### src/rtl/apb_demux_n.sv
// Registered APB4 1-to-NUM_SLV demultiplexer: base/mask decode, DECERR for unmapped
// addresses, per-transfer slave timeout and a saturating error counter.
module apb_demux_n #(
  parameter int                          NUM_SLV  = 4,
  parameter int                          ADDR_W   = 32,
  parameter int                          DATA_W   = 32,
  parameter logic [NUM_SLV*ADDR_W-1:0]   SLV_BASE = {32'h1000_2000, 32'h1000_1000,
                                                     32'h1000_0000, 32'h3000_0000},
  parameter logic [NUM_SLV*ADDR_W-1:0]   SLV_MASK = {32'hFFFF_F000, 32'hFFFF_F000,
                                                     32'hFFFF_F000, 32'hF000_0000},
  parameter int                          TIMEOUT  = 255,
  parameter logic [DATA_W-1:0]           ERR_DATA = 32'hDEAD_BEEF
) (
  input  logic                      pclk,
  input  logic                      preset,
  input  logic [ADDR_W-1:0]         s_paddr,
  input  logic                      s_psel,
  input  logic                      s_penable,
  input  logic                      s_pwrite,
  input  logic [DATA_W-1:0]         s_pwdata,
  input  logic [DATA_W/8-1:0]       s_pwstrb,
  output logic                      s_pready,
  output logic [DATA_W-1:0]         s_prdata,
  output logic                      s_pslverr,
  output logic [ADDR_W-1:0]         m_paddr,
  output logic [NUM_SLV-1:0]        m_psel,
  output logic                      m_penable,
  output logic                      m_pwrite,
  output logic [DATA_W-1:0]         m_pwdata,
  output logic [DATA_W/8-1:0]       m_pwstrb,
  input  logic [NUM_SLV-1:0]        m_pready,
  input  logic [NUM_SLV*DATA_W-1:0] m_prdata,
  input  logic [NUM_SLV-1:0]        m_pslverr,
  output logic [7:0]                err_cnt
);

  localparam int STRB_W = DATA_W / 8;
  localparam int IDX_W  = (NUM_SLV > 1) ? $clog2(NUM_SLV) : 1;
  localparam int TO_W   = 16;
  localparam logic [TO_W-1:0] TO_LAST = TO_W'(TIMEOUT - 1);

  typedef enum logic [2:0] {IDLE, SETUP, ACCESS, DONE, ERR} state_e;

  state_e              state_q, state_d;
  logic [IDX_W-1:0]    idx_q, idx_d;
  logic [ADDR_W-1:0]   paddr_q, paddr_d;
  logic                pwrite_q, pwrite_d;
  logic [DATA_W-1:0]   pwdata_q, pwdata_d;
  logic [STRB_W-1:0]   pwstrb_q, pwstrb_d;
  logic [NUM_SLV-1:0]  mPsel_q, mPsel_d;
  logic                mPenable_q, mPenable_d;
  logic                sPready_q, sPready_d;
  logic [DATA_W-1:0]   sPrdata_q, sPrdata_d;
  logic                sPslverr_q, sPslverr_d;
  logic [TO_W-1:0]     toCnt_q, toCnt_d;
  logic [7:0]          errCnt_q, errCnt_d;

  logic                hit;
  logic [IDX_W-1:0]    hitIdx;
  logic [NUM_SLV-1:0]  hitSel;
  logic                selReady;
  logic                selErr;
  logic [DATA_W-1:0]   selData;
  logic [7:0]          errCntInc;

  // Scanning downward lets the lowest matching index overwrite any higher match.
  always_comb begin
    hit    = 1'b0;
    hitIdx = '0;
    hitSel = '0;
    for (int i = NUM_SLV - 1; i >= 0; i--) begin
      if ((s_paddr & SLV_MASK[i*ADDR_W +: ADDR_W]) == SLV_BASE[i*ADDR_W +: ADDR_W]) begin
        hit       = 1'b1;
        hitIdx    = IDX_W'(i);
        hitSel    = '0;
        hitSel[i] = 1'b1;
      end
    end
  end

  assign selReady  = m_pready[idx_q];
  assign selErr    = m_pslverr[idx_q];
  assign selData   = m_prdata[idx_q*DATA_W +: DATA_W];
  assign errCntInc = (errCnt_q == 8'hFF) ? errCnt_q : errCnt_q + 8'd1;

  always_comb begin
    state_d    = state_q;
    idx_d      = idx_q;
    paddr_d    = paddr_q;
    pwrite_d   = pwrite_q;
    pwdata_d   = pwdata_q;
    pwstrb_d   = pwstrb_q;
    mPsel_d    = mPsel_q;
    mPenable_d = mPenable_q;
    sPready_d  = 1'b0;
    sPrdata_d  = '0;
    sPslverr_d = 1'b0;
    toCnt_d    = toCnt_q;
    errCnt_d   = errCnt_q;

    case (state_q)
      IDLE: begin
        if (s_psel && !s_penable) begin
          idx_d    = hitIdx;
          paddr_d  = s_paddr;
          pwrite_d = s_pwrite;
          pwdata_d = s_pwdata;
          pwstrb_d = s_pwrite ? s_pwstrb : '0;
          if (hit) begin
            state_d    = SETUP;
            mPsel_d    = hitSel;
            mPenable_d = 1'b0;
          end else begin
            state_d    = ERR;
            sPready_d  = 1'b1;
            sPslverr_d = 1'b1;
            sPrdata_d  = ERR_DATA;
            errCnt_d   = errCntInc;
          end
        end
      end

      SETUP: begin
        state_d    = ACCESS;
        mPenable_d = 1'b1;
        toCnt_d    = '0;
      end

      // A ready slave always wins over the timeout in the same cycle.
      ACCESS: begin
        if (selReady) begin
          state_d    = DONE;
          mPsel_d    = '0;
          mPenable_d = 1'b0;
          sPready_d  = 1'b1;
          sPrdata_d  = selData;
          sPslverr_d = selErr;
          toCnt_d    = '0;
        end else if (toCnt_q == TO_LAST) begin
          state_d    = DONE;
          mPsel_d    = '0;
          mPenable_d = 1'b0;
          sPready_d  = 1'b1;
          sPrdata_d  = ERR_DATA;
          sPslverr_d = 1'b1;
          toCnt_d    = '0;
          errCnt_d   = errCntInc;
        end else begin
          toCnt_d = toCnt_q + 16'd1;
        end
      end

      DONE:    state_d = IDLE;
      ERR:     state_d = IDLE;
      default: state_d = IDLE;
    endcase
  end

  always_ff @(posedge pclk) begin
    if (preset) begin
      state_q    <= IDLE;
      idx_q      <= '0;
      paddr_q    <= '0;
      pwrite_q   <= 1'b0;
      pwdata_q   <= '0;
      pwstrb_q   <= '0;
      mPsel_q    <= '0;
      mPenable_q <= 1'b0;
      sPready_q  <= 1'b0;
      sPrdata_q  <= '0;
      sPslverr_q <= 1'b0;
      toCnt_q    <= '0;
      errCnt_q   <= '0;
    end else begin
      state_q    <= state_d;
      idx_q      <= idx_d;
      paddr_q    <= paddr_d;
      pwrite_q   <= pwrite_d;
      pwdata_q   <= pwdata_d;
      pwstrb_q   <= pwstrb_d;
      mPsel_q    <= mPsel_d;
      mPenable_q <= mPenable_d;
      sPready_q  <= sPready_d;
      sPrdata_q  <= sPrdata_d;
      sPslverr_q <= sPslverr_d;
      toCnt_q    <= toCnt_d;
      errCnt_q   <= errCnt_d;
    end
  end

  assign s_pready  = sPready_q;
  assign s_prdata  = sPrdata_q;
  assign s_pslverr = sPslverr_q;
  assign m_paddr   = paddr_q;
  assign m_psel    = mPsel_q;
  assign m_penable = mPenable_q;
  assign m_pwrite  = pwrite_q;
  assign m_pwdata  = pwdata_q;
  assign m_pwstrb  = pwstrb_q;
  assign err_cnt   = errCnt_q;

endmodule

### config.mk
export PLATFORM = sky130hd
export DESIGN_NAME = apb_demux_n
export DESIGN_NICKNAME = d
export VERILOG_FILES = /design/src/rtl/apb_demux_n.sv
export SDC_FILE = /design/constraint.sdc
export NUM_CORES = 1
export LEC_CHECK = 0
export BUFFER_PORTS_ARGS = -buffer_cell sky130_fd_sc_hd__buf_2
export CORE_AREA = 2 2 126 128
export CTS_CLUSTER_SIZE = 40
export DETAILED_ROUTE_END_ITERATION = 6
export DIE_AREA = 0 0 128 130
export PLACE_DENSITY = 0.83
export RECOVER_POWER = 100
export SYNTH_ARGS = -nofsm -noshare
export SYNTH_HDL_FRONTEND = slang
export SYNTH_SLANG_ARGS = --single-unit
export TNS_END_PERCENT = 1
### constraint.sdc
create_clock -name pclk -period 2.5 [get_ports pclk]
set_input_delay 0.375 -clock pclk [delete_from_list [all_inputs] [get_ports pclk]]
set_output_delay 0.375 -clock pclk [all_outputs]
set_load 0.02 [all_outputs]
==> summary by stage <==
Pwr
Combinational logic burns 11.3% of the power. The design draws 5236 uW. Of the total power, the clock network draws 44.8%. The cell area power density is 639.1 mW/mm2. Sequential cells account for 43.9% of the total power.

VDD sags by at most 428.8 uV. The static power due to leakage is 0.003330 uW. The switching power total is 1358 uW. The internal power consumption is 3878 uW. The fraction of power spent switching nets is 25.93%.

Global route
The initial antenna violation count is 2. The via count of the first global-routing pass came to 5848. The global-route wire length before repair is 28.52 mm. Entering global routing, the biggest net connects 86 pins.

After global routing the overflow that remains totals 0. In the global route stage, overall resource usage came out at 21.96%.

Floorplan
The die area is 0.01664 mm2. The width of the die is 128 um. In this run the vertical extent of the chip is 130 um.

The initial utilization of the core area, before any placement, comes to 38.80%. The floorplan has 46 rows. The number of I/O pins is 325.

In this run the standard cell core region covers 0.01542 mm2.

Yosys
Sequential cells were found to cover 45.83% of the synthesized design area. After technology mapping, the gate count stands at 672. The area share of fa/ha/maj cells after synthesis is 0.6272%. By area the synthesized netlist is led by dfxtp_1, mux4_2, nand2_1.

For this run, the number of Yosys warnings is 0. After synthesis the cells add up to 0.005984 mm2. The average cell area after synthesis is 8.905 um2. The number of enable flip-flop cells after synthesis is 0. The main combinational cell family by area after synthesis is simple AND/OR/NAND/NOR gates. The post-synthesis mux area share is 14.78%.

The largest area contributor in the netlist is dfxtp_1. Of the post-synthesis cell area, the dominant cell type holds 45.83%. The number of flip-flops and latches in the synthesized netlist is 137. The post-synthesis share of cell area spent on xor and xnor gates is 0.8781%. The dominant synthesized flop cell is dfxtp_1. The count of unique library cells instantiated by Yosys is 46. Summing the areas of all and, or, nand and nor instances in the mapped netlist gives 24.09% of the synthesized area.

The proportion of register bits with asynchronous set or reset after synthesis is 0%. The synthesized netlist devotes 10.31% of its cell area to compound gates. The post-synth net total is 884.

Clock network
The depth of the CTS H-tree is 4. The number of sinks on the clock net is 137. Counting along the longest clock path gives a buffer depth of 2. At the later pin of the worst-skew pair, clock insertion delay measures 0.41 ns. The number of buffers inserted for hold repair after clock tree synthesis is 0. The number of setup buffers added after CTS is 0. TritonCTS built the clock tree.

After clock tree synthesis, the repair step resized 0 gates. The CTS clock-pin slew for the worst setup and hold paths is 0.06 ns. The total CTS buffers is 17.

The clock root buffer is clkbuf_16.

Finish
The proportion of layout cells with a drive suffix above 1 is 29.59%. The final-stage net count is 1196. The utilization after layout is 53.11%. The area growth from synthesis to layout is 36.90%.

Min path
The tightest min-delay check is of the primary input to register type.

Timing
The worst slew margin relative to its limit is 23.74%. The number of endpoints with negative hold slack in the final report is 0. The count of final max-slew check failures is 0. Counting I/O delays and the setup requirement, the final critical path takes 2.300 ns. On the final layout, the worst clock skew is 0.006747 ns. At the pin with the least slew margin, the transition time is 1.144 ns. Derived from the worst setup path, the maximum achievable clock frequency is 0.4348 GHz. The number of endpoints failing setup at the final stage is 0. The final critical path takes up 92.00% of the cycle. Setup repair after global routing left no endpoint under its margin. For the final routed database, the setup TNS stands at 0 ns.

Outcome
The run finished with clean final reports.

Placement
The last weighted congestion value of the routability-driven placer is 0.8374. In this run the tool buffered the top-level ports with 324 buffer cells. The HPWL reported at the end of detailed placement is 14.18 mm.

Setup path
The critical path required time is 2.80 ns. The worst-path maximum fanout is 9. The type of element capturing the critical path is a register. The type of element launching the critical path is a register. STA puts the critical path data arrival time at 2.60 ns. The critical path is of the register to register type.

Routing
The total length of routed wires is 18.95 mm. The via count of the routed design is 6218. In the routed layout, each cell is associated on average with a via count of 5.225. In the final routed layout, each cell accounts on average for 15.93 um. The detailed-routing iteration count for the pre-antenna-repair pass is 5. The remaining number of nets flagged by the antenna check after routing is 0. The total DRC errors in the routed layout is 0. After the first detailed-routing iteration, the DRC count stood at 426.

Run
The total of max-cap violations is 0.
## logic make-up (layout without fill, tap and decap cells)
| kind of cell | count (synthesis) | after routing |
|---|---|---|
| buf+inv | 52 | 377 |
| flops | 137 | 137 |
| xor+xnor | 6 | 6 |
| compound gates | 111 | 111 |
| fa+ha+maj | 3 | 3 |
| mux | 45 | 45 |
| simple gates | 318 | 318 |
| other cells | 0 | 1 |
## metal layers
metal | part of all wire, % | global-route usage, % | up-vias | routed length, um
li1 | - | - | 2995 | -
met1 | 40 | 24.61 | 2869 | 7498
met2 | 48 | 37.53 | 308 | 9161
met3 | 9.1 | 7.585 | 44 | 1728
met4 | 2.9 | 10.80 | 2 | 552
met5 | 0.058 | 0 | - | 11
## final cells by class
class	instances	area [um2]
Clock inverter	13	121.4
Multi-Input combinational cell	483	3044
Timing Repair Buffer	337	1579
Inverter	8	30.03
Tap cell	192	240.2
Fill cell	1455	7232
Clock buffer	19	432.9
Sequential cell	137	2743
Antenna cell	1	2.502
## synth_stat cells (8+ instances only)
master	count
nand2_1	182
dfxtp_1	137
a21oi_1	81
nand3_1	46
clkbuf_1	34
mux4_2	34
nor2_1	21
and3_1	12
nor4_1	12
o21ai_0	9
nand4_1	8
nor3_1	8
## power by group through the flow
stage          Combinational [uW]  Sequential (uW)  Clock (uW)
3_5_place_dp                  618             2340           0
4_1_cts                       620             2300        2400
6_report                      592             2300        2350
3_3_place_gp                  610             2340           0
5_1_grt                       643             2310        2480
2_1_floorplan                 202             2440           0
## cells in the final DEF (no fill, tap or decap), types with 4 or more instances in the layout
master      count
nand3_1        46
nor3_1          8
nand2_1       181
nor3b_1         4
mux4_2         34
clkbuf_16      17
inv_1           7
nor4_1         12
o21ai_0         9
nor2_1         21
or3_1           5
nor2b_1         7
buf_2         208
clkbuf_1      120
a31oi_1         7
mux2i_1         4
dfxtp_1       137
and3_1         12
a21oi_1        81
clkinvlp_4      5
mux2_2          7
buf_4           9
nand4_1         8
## registers in the layout, indices dropped and copies added (netlist names)
| register | flops |
|---|---|
| err_cnt | 8 |
| idx_q | 2 |
| m_paddr | 32 |
| m_penable | 1 |
| m_psel | 4 |
| m_pwdata | 32 |
| m_pwrite | 1 |
| m_pwstrb | 4 |
| s_prdata | 32 |
| s_pready | 1 |
| s_pslverr | 1 |
| state_q | 3 |
| toCnt_q | 16 |
## worst paths after layout
path / startpoint / to / slack [ns] / depth (start not counted)
worst max-delay path: toCnt_q[0]$_SDFFE_PP0P_ / err_cnt[4]$_SDFFE_PP0P_ / 0.20 / 7
worst min-delay path: s_paddr[10] / m_paddr[10]$_SDFFE_PP0P_ / 0.20 / 3
worst max register to register: toCnt_q[0]$_SDFFE_PP0P_ / err_cnt[4]$_SDFFE_PP0P_ / 0.20 / 7
worst min register to register: m_pwstrb[2]$_SDFFE_PP0P_ / m_pwstrb[2]$_SDFFE_PP0P_ / 0.45 / 2
## through the flow
step / area [um2] / instances / hold slack (ns) / setup WS, ns
after floorplan: 5984 / 672 / 0.4391 / 0.4953
after global placement: 7805 / 1157 / 0.4356 / 0.2485
after detailed placement: 7805 / 1157 / 0.4437 / 0.2252
after CTS: 8359 / 1189 / 0.1740 / 0.2423
after global routing: 8190 / 1189 / 0.1775 / 0.07695
final: 8193 / 1190 / 0.1954 / 0.2001
## worst max-delay path, cell delays in order, from the launching register on
cell	delay, ns
dfxtp_1	0.35
inv_1	0.11
ha_1	0.14
nor4b_1	0.30
and4_1	0.35
nor2_1	0.17
nor4_1	0.39
mux2_2	0.38
No activity file was read; power rests on OpenSTA's default activity.
